==> config.mk <==
export PLATFORM = sky130hd
export DESIGN_NAME = grid_plotter_flat
export DESIGN_NICKNAME = d
export VERILOG_FILES = /design/src/rtl/grid_plotter_if.sv /design/src/rtl/grid_plotter.sv /design/src/flat_wrapper.sv
export SDC_FILE = /design/constraint.sdc
export NUM_CORES = 1
export LEC_CHECK = 0
export CORE_MARGIN = 2
export CORE_UTILIZATION = 45
export CTS_CLUSTER_DIAMETER = 80
export DETAILED_ROUTE_END_ITERATION = 8
export PLACE_DENSITY_LB_ADDON = 0.12
export SLEW_MARGIN = 20
export SYNTH_ARGS = -nofsm -noshare
export SYNTH_HDL_FRONTEND = slang
export SYNTH_SLANG_ARGS = --single-unit
==> constraint.sdc <==
create_clock -name clock -period 5.8 [get_ports clock]
set_input_delay 1.45 -clock clock [delete_from_list [all_inputs] [get_ports clock]]
set_output_delay 1.45 -clock clock [all_outputs]
set_load 0.005 [all_outputs]
==> src/rtl/grid_plotter_if.sv <==
// grid_plotter_if: groups the sweep control, cell-memory read port and framebuffer write port of grid_plotter
interface grid_plotter_if;
    logic       start;
    logic [4:0] cursor_x;
    logic [4:0] cursor_y;
    logic [9:0] mem_addr;
    logic       mem_data;
    logic [7:0] vga_x;
    logic [6:0] vga_y;
    logic [2:0] colour;
    logic       plot;
    logic       busy;
    logic       done;

    modport master (
        input  start, cursor_x, cursor_y, mem_data,
        output mem_addr, vga_x, vga_y, colour, plot, busy, done
    );

    modport slave (
        output start, cursor_x, cursor_y, mem_data,
        input  mem_addr, vga_x, vga_y, colour, plot, busy, done
    );
endinterface

==> src/rtl/grid_plotter.sv <==
// grid_plotter: sweeps the one-bit cell grid into the VGA framebuffer, one CHUNK_SIZE block per cell.
// Define GRID_PLOTTER_CURSOR_EN to paint the cursor cell in CURSOR_COLOUR.
module grid_plotter #(
    parameter int         GRID_SIZE     = 28,
    parameter int         CHUNK_SIZE    = 4,
    parameter int         GRID_OFFSET_X = 24,
    parameter int         GRID_OFFSET_Y = 4,
    parameter logic [2:0] FG_COLOUR     = 3'b111,
    parameter logic [2:0] BG_COLOUR     = 3'b000,
    parameter logic [2:0] CURSOR_COLOUR = 3'b100
) (
    input logic            clock,
    input logic            reset,
    grid_plotter_if.master bus
);
    localparam int CW = $clog2(GRID_SIZE);
    localparam int SW = $clog2(CHUNK_SIZE);

    typedef enum logic [2:0] {IDLE, FETCH, WAIT, PAINT, DONE} state_t;

    state_t        state_q, state_d;
    logic [CW-1:0] col_q, col_d, row_q, row_d;
    logic [SW-1:0] sub_x_q, sub_x_d, sub_y_q, sub_y_d;
    logic [2:0]    colour_q, colour_d;
    logic [7:0]    vga_x_q, vga_x_d;
    logic [6:0]    vga_y_q, vga_y_d;
    logic [9:0]    mem_addr_q, mem_addr_d;
    logic          cursor_hit, last_x, last_y, last_col, last_row;

`ifdef GRID_PLOTTER_CURSOR_EN
    // Cursor values past the grid edge can never equal a live col/row.
    assign cursor_hit = (32'(bus.cursor_x) == 32'(col_q)) && (32'(bus.cursor_y) == 32'(row_q));
`else
    logic unused_cursor;
    assign unused_cursor = ^{bus.cursor_x, bus.cursor_y};
    assign cursor_hit    = 1'b0;
`endif

    assign last_x   = sub_x_q == SW'(CHUNK_SIZE - 1);
    assign last_y   = sub_y_q == SW'(CHUNK_SIZE - 1);
    assign last_col = col_q == CW'(GRID_SIZE - 1);
    assign last_row = row_q == CW'(GRID_SIZE - 1);

    always_comb begin
        state_d  = state_q;
        col_d    = col_q;
        row_d    = row_q;
        sub_x_d  = sub_x_q;
        sub_y_d  = sub_y_q;
        colour_d = colour_q;
        case (state_q)
            IDLE: begin
                if (bus.start) begin
                    state_d = FETCH;
                    col_d   = '0;
                    row_d   = '0;
                end
            end
            FETCH: state_d = WAIT;
            WAIT: begin
                state_d  = PAINT;
                sub_x_d  = '0;
                sub_y_d  = '0;
                colour_d = cursor_hit ? CURSOR_COLOUR : (bus.mem_data ? FG_COLOUR : BG_COLOUR);
            end
            PAINT: begin
                sub_x_d = last_x ? '0 : sub_x_q + 1'b1;
                sub_y_d = last_x ? (last_y ? '0 : sub_y_q + 1'b1) : sub_y_q;
                if (last_x && last_y) begin
                    col_d   = last_col ? '0 : col_q + 1'b1;
                    row_d   = last_col ? row_q + 1'b1 : row_q;
                    state_d = (last_col && last_row) ? DONE : FETCH;
                end
            end
            DONE:    state_d = IDLE;
            default: state_d = IDLE;
        endcase
        // Pixel registers only move while painting, so they hold whenever plot is low.
        vga_x_d    = (state_d == PAINT) ? 8'(GRID_OFFSET_X + 32'(col_d) * CHUNK_SIZE + 32'(sub_x_d)) : vga_x_q;
        vga_y_d    = (state_d == PAINT) ? 7'(GRID_OFFSET_Y + 32'(row_d) * CHUNK_SIZE + 32'(sub_y_d)) : vga_y_q;
        mem_addr_d = (state_d == FETCH) ? 10'(32'(row_d) * GRID_SIZE + 32'(col_d)) : mem_addr_q;
    end

    always_ff @(posedge clock) begin
        if (reset) begin
            state_q    <= IDLE;
            col_q      <= '0;
            row_q      <= '0;
            sub_x_q    <= '0;
            sub_y_q    <= '0;
            colour_q   <= '0;
            vga_x_q    <= '0;
            vga_y_q    <= '0;
            mem_addr_q <= '0;
        end else begin
            state_q    <= state_d;
            col_q      <= col_d;
            row_q      <= row_d;
            sub_x_q    <= sub_x_d;
            sub_y_q    <= sub_y_d;
            colour_q   <= colour_d;
            vga_x_q    <= vga_x_d;
            vga_y_q    <= vga_y_d;
            mem_addr_q <= mem_addr_d;
        end
    end

    assign bus.mem_addr = mem_addr_q;
    assign bus.vga_x    = vga_x_q;
    assign bus.vga_y    = vga_y_q;
    assign bus.colour   = colour_q;
    assign bus.plot     = state_q == PAINT;
    assign bus.busy     = state_q != IDLE;
    assign bus.done     = state_q == DONE;
endmodule
==> src/flat_wrapper.sv <==
// flat-port wrapper written by rule: the top's interface ports become plain ports
module grid_plotter_flat 
#(
    parameter int         GRID_SIZE     = 28,
    parameter int         CHUNK_SIZE    = 4,
    parameter int         GRID_OFFSET_X = 24,
    parameter int         GRID_OFFSET_Y = 4,
    parameter logic [2:0] FG_COLOUR     = 3'b111,
    parameter logic [2:0] BG_COLOUR     = 3'b000,
    parameter logic [2:0] CURSOR_COLOUR = 3'b100
)
  (clock, reset, bus_start, bus_cursor_x, bus_cursor_y, bus_mem_data, bus_mem_addr, bus_vga_x, bus_vga_y, bus_colour, bus_plot, bus_busy, bus_done);
  grid_plotter_if bus_i ();
  input logic clock;
  input logic reset;
  input wire logic [$bits(bus_i.start)-1:0] bus_start;
  input wire logic [$bits(bus_i.cursor_x)-1:0] bus_cursor_x;
  input wire logic [$bits(bus_i.cursor_y)-1:0] bus_cursor_y;
  input wire logic [$bits(bus_i.mem_data)-1:0] bus_mem_data;
  output wire logic [$bits(bus_i.mem_addr)-1:0] bus_mem_addr;
  output wire logic [$bits(bus_i.vga_x)-1:0] bus_vga_x;
  output wire logic [$bits(bus_i.vga_y)-1:0] bus_vga_y;
  output wire logic [$bits(bus_i.colour)-1:0] bus_colour;
  output wire logic [$bits(bus_i.plot)-1:0] bus_plot;
  output wire logic [$bits(bus_i.busy)-1:0] bus_busy;
  output wire logic [$bits(bus_i.done)-1:0] bus_done;
  assign bus_i.start = bus_start;
  assign bus_i.cursor_x = bus_cursor_x;
  assign bus_i.cursor_y = bus_cursor_y;
  assign bus_i.mem_data = bus_mem_data;
  assign bus_mem_addr = bus_i.mem_addr;
  assign bus_vga_x = bus_i.vga_x;
  assign bus_vga_y = bus_i.vga_y;
  assign bus_colour = bus_i.colour;
  assign bus_plot = bus_i.plot;
  assign bus_busy = bus_i.busy;
  assign bus_done = bus_i.done;
  grid_plotter #(.GRID_SIZE(GRID_SIZE), .CHUNK_SIZE(CHUNK_SIZE), .GRID_OFFSET_X(GRID_OFFSET_X), .GRID_OFFSET_Y(GRID_OFFSET_Y), .FG_COLOUR(FG_COLOUR), .BG_COLOUR(BG_COLOUR), .CURSOR_COLOUR(CURSOR_COLOUR)) u_core (.clock(clock), .reset(reset), .bus(bus_i));
endmodule
# Word level (Yosys, flattened, before mapping)
# Cells that the tools add are included.
# totals
ff_bits	45
input_bits	14
# op_classes
n_addsub	9
multipliers	1
eq_ne	10
mux	18
n_reduce_logical	4
# ops
op	count
$mux 5	6
$pmux 5 s2	2
$mux 3	4
$pmux 3 s4	1
$add 10x5->10	1
$add 5x1->5 const B	2
$eq 5x5->1 const B	2
$eq 3x2->1 const B	3
$add 5x7->8 const A	1
$add 8x2->8	1
$mul 5x3->8 const B	1
$pmux 2 s2	2
$add 3x7->7 const A	1
$add 7x2->7	1
$eq 3x1->1 const B	2
$mux 2	3
$add 2x1->2 const B	2
$eq 2x2->1 const B	2
$eq 3x3->1 const B	1
$logic_not 3->1	1
$reduce_bool 3->1	1
$logic_and 1x1->1	2

# Depth between registers and ports, before layout
# logic_depth
ltp_word	6
mapped_depth	18
depth_no_buf	17

# Least setup slack after synthesis
# OpenSTA, ideal clock, no wires.
# synth_timing
path_type	in2reg
from	in bus_start
to	reg u_core.mem_addr_q[9] (netlist: u_core.bus.mem_addr[9])
arrival_ps	4440
required_time_ps	5668
path_slack_ps	1228
stages	16
path_buffers	1
cell_sequence	or4b_4 > buf_6 > nand2_1 > nor2_1 > a21oi_1 > inv_1 > fa_1 > ha_1 > inv_1 > fa_1 > xor2_1 > nor2_1 > o211ai_1 > o31a_1 > o21ai_0 > a21oi_1
# synth_between
elab_chain_len	4
word_cells_on_any_way	9
classes_between	add/sub: 1; mul: 1; eq/ne: 1; mux: 6
# synth_rtl
item	line	rtl
start: declaration	flat_wrapper.sv:16	input wire logic [$bits(bus_i.start)-1:0] bus_start;
$mux 5	grid_plotter.sv:53	if (bus.start) begin
$pmux 5 s2	grid_plotter.sv:51	case (state_q)
named net u_core.row_d[1]	grid_plotter.sv:22	logic [CW-1:0] col_q, col_d, row_q, row_d;
$mul 5x3->8	grid_plotter.sv:81	mem_addr_d = (state_d == FETCH) ? 10'(32'(row_d) * GRID_SIZE + 32'(col_d)) : mem_addr_q;
$add 10x5->10	grid_plotter.sv:81	
end signal: assignment	grid_plotter.sv:104	mem_addr_q <= mem_addr_d;
end: declaration	grid_plotter.sv:27	logic [9:0] mem_addr_q, mem_addr_d;
# The timed path passes the listed nets, and every way through them passes these cells.
# A chain may end at the register's enable or synchronous reset.

# Worst setup path in the final report
# layout_timing
from	in bus_start
to	reg u_core.mem_addr_q[8] (netlist: u_core.bus.mem_addr[8])
# The elaborated chain is that of the path after synthesis.

==> flow_summary.json <==
{
  "cts_num_sinks": 43,
  "finalNonFillerCells": 389,
  "ios": 45,
  "synth_nets": 325,
  "fillers": 509,
  "yosysSeqAreaShare_pct": 33.9,
  "p_sw_uw": 135,
  "relSlewSlack_pct": 48.3,
  "finalHoldViolCount": 0,
  "vias": 2013,
  "grt_first_pass_wirelength_um": 8730,
  "dr.pass1.iters": 4,
  "ys_ff_latch": 43,
  "yosysUniqueCellTypes": 56,
  "setup-tns-final_ns": 0,
  "p_leak_nw": 1.23,
  "fmax_mhz": 205,
  "die_w_um": 79.1,
  "max_cap_viol_count": 0,
  "clkLatencyLatePin_ns": 0.29,
  "internal_power_uw": 417,
  "fin_nets": 353,
  "avgSynthCellArea_um2": 8.81,
  "p_seq_share_pct": 56.5,
  "dieHeight_um": 79.1,
  "drive_gt1_share_pct": 9.15,
  "tightestPinTransition_ns": 0.775,
  "fin_ws_ns": 0.915,
  "layout_commonest_cell": "dfxtp_1",
  "p_clk_share_pct": 33.0,
  "setup_viol": 0,
  "cts-root-buf": "clkbuf_8",
  "met2_length_um": 2140,
  "detail-route-antenna-nets": 0,
  "syn_area_um2": 2540,
  "dp_hpwl_um": 3760,
  "clk_pin_slew_ns": 0.08,
  "pre_cts_ws_ns": 0.626,
  "place_area_um2": 2900,
  "final.period_utilization_pct": 84.2,
  "drt_iter0_drc": 61,
  "routed_wirelength_um": 4950,
  "clockBufferDepth": 2,
  "area_growth_pct": 17.7,
  "fin_util_pct": 54.5,
  "peakVddDrop_v": 0.000104,
  "grt_use_total_pct": 17.5,
  "drc": 0,
  "numCtsBuffers": 5,
  "crit_type": "in2reg",
  "grt_antenna_before_repair": 0,
  "n_antenna_cell": 0,
  "dieArea_um2": 6260,
  "dp_cells": 381,
  "gp_congestion": 0.759,
  "wl_per_cell_um": 12.7,
  "outcome": "completed",
  "p_sw_share_pct": 24.5,
  "highest_layer": "met4",
  "ctsHoldBuffers": 0,
  "ys.flop_type": "dfxtp_1",
  "synth-edff-count": 0,
  "startpoint_type": "primary input",
  "via_per_inst": 5.17,
  "start_util_pct": 46.4,
  "power.density_nw_per_um2": 185,
  "cp_max_fo": 9,
  "power.total_uw": 552,
  "grt_start_max_net_pins": 45,
  "cts_tree": "done",
  "first_global_vias": 1863,
  "portBuffers": 34,
  "holdCritPathClass": "reg2reg",
  "gr-total-overflow": 0,
  "worstPathRequired_ns": 6.01,
  "syn_inst": 288,
  "fin_crit_ns": 4.89,
  "final_cell_mix": "43 x dfxtp_1, 34 x clkdlybuf4s50_1, 33 x nor2_1, 30 x nand2_1, 21 x a21oi_1",
  "postSynth.asyncResetShare_pct": 0,
  "cts_setup_buffers": 0,
  "rsz0062_at_grt": "false",
  "route.met3.wl_um": 138,
  "row_count": 27,
  "comb_power_share_pct": 10.5,
  "yosys_warnings": 0,
  "crit_arrival_ns": 5.10,
  "core_area_um2": 5470,
  "slew_violations": 0,
  "htree_levels": 2,
  "end_kind": "flip-flop",
  "holdWs_ns": 0.458,
  "fin_area_um2": 2990,
  "drt-met1-wl_um": 2610,
  "ctsResizeCount": 0,
  "skew_ns": 0.00561
}
logic make-up (layout without fill, tap and decap cells):
| logic type | after synthesis | after routing | synth area share (%) |
|---|---|---|---|
| AOI/OAI and AO/OA | 63 | 63 | 18.2 |
| xor gates and xnor gates | 9 | 9 | 3.11 |
| adders and majority gates | 23 | 23 | 13.1 |
| buffers and inverters | 33 | 62 | 5.92 |
| DFF | 43 | 43 | 33.9 |
| muxes | 8 | 8 | 3.60 |
| and+or+nand+nor | 109 | 109 | 22.1 |
Yosys cell counts (2+ instances only):
| master | n | area, um2 |
|---|---|---|
| o21a_1 | 2 | 15.0 |
| nor2_1 | 33 | 124 |
| xor2_1 | 5 | 43.8 |
| nor3_1 | 6 | 30.0 |
| dfxtp_1 | 43 | 861 |
| a211oi_1 | 11 | 82.6 |
| and2_1 | 2 | 12.5 |
| mux2_4 | 2 | 30.0 |
| fa_1 | 6 | 120 |
| clkbuf_1 | 8 | 30.0 |
| nand3_1 | 5 | 25.0 |
| buf_6 | 2 | 22.5 |
| inv_2 | 3 | 11.3 |
| o21ai_0 | 6 | 30.0 |
| a21o_1 | 5 | 37.5 |
| a21oi_1 | 22 | 110 |
| buf_4 | 2 | 15.0 |
| a31oi_4 | 2 | 42.5 |
| mux2i_1 | 5 | 50.1 |
| o211ai_1 | 3 | 22.5 |
| a22oi_1 | 2 | 15.0 |
| inv_1 | 15 | 56.3 |
| nor3b_1 | 3 | 22.5 |
| nand2b_1 | 4 | 25.0 |
| nand4b_1 | 2 | 17.5 |
| or3_1 | 2 | 12.5 |
| ha_1 | 17 | 213 |
| and3_1 | 2 | 12.5 |
| buf_2 | 3 | 15.0 |
| nor2b_1 | 6 | 37.5 |
| nand2_1 | 30 | 113 |
| xnor2_1 | 4 | 35.0 |
| nor4_1 | 2 | 12.5 |
worst max-delay path, stage by stage:
cell             delay, ns
clkdlybuf4s50_1       0.49
or4b_4                0.56
nand2_1               0.10
nor2_1                0.04
a21oi_1               0.17
inv_1                 0.13
fa_1                  0.55
ha_1                  0.17
inv_1                 0.06
fa_1                  0.40
xor2_1                0.30
nor3_1                0.13
a211oi_1              0.26
nor2b_1               0.07
a211oi_1              0.21
power by group through the flow:
stage	logic (mW)	clock network [mW]	registers [mW]
2_1_floorplan	0.0377	0	0.316
3_3_place_gp	0.0580	0	0.319
3_5_place_dp	0.0583	0	0.319
4_1_cts	0.0585	0.188	0.312
5_1_grt	0.0645	0.197	0.313
6_report	0.0579	0.182	0.312
path summary, 6_finish.rpt:
kind	from	endpoint	slack (ns)	cells after the start
worst max-delay path	bus_start	u_core.bus.mem_addr[8]$_SDFFE_PP0N_	0.91	15
worst max register to register	u_core.col_q[1]$_SDFF_PP0_	u_core.bus.mem_addr[8]$_SDFFE_PP0N_	1.71	12
worst min-delay path	u_core.bus.vga_y[4]$_SDFFE_PP0N_	u_core.bus.vga_y[4]$_SDFFE_PP0N_	0.46	2
worst min register to register	u_core.bus.vga_y[4]$_SDFFE_PP0N_	u_core.bus.vga_y[4]$_SDFFE_PP0N_	0.46	2
registers in the layout, indices dropped and copies added (netlist names):
register             count
u_core.bus.mem_addr     10
u_core.bus.vga_x         8
u_core.bus.vga_y         7
u_core.col_q             5
u_core.row_q             5
u_core.state_q           3
u_core.sub_x_q           2
u_core.sub_y_q           2
u_core.bus.colour        1
final cells by class:
type | instances | area [um2] | area share (%)
Clock buffer | 7 | 76.3 | 2.56
Clock inverter | 1 | 5.00 | 0.168
Inverter | 18 | 67.6 | 2.26
Multi-Input combinational cell | 212 | 1530 | 51.3
Sequential cell | 43 | 861 | 28.8
Tap cell | 72 | 90.1 | 3.02
Timing Repair Buffer | 36 | 355 | 11.9
metal layers:
layer / vias to the layer above / track usage, %
met5: - / 0
met4: 0 / 4.66
met3: 6 / 3.64
met2: 25 / 27.3
met1: 932 / 24.6
li1: 1050 / -
Power figures use the tool's default switching activity.
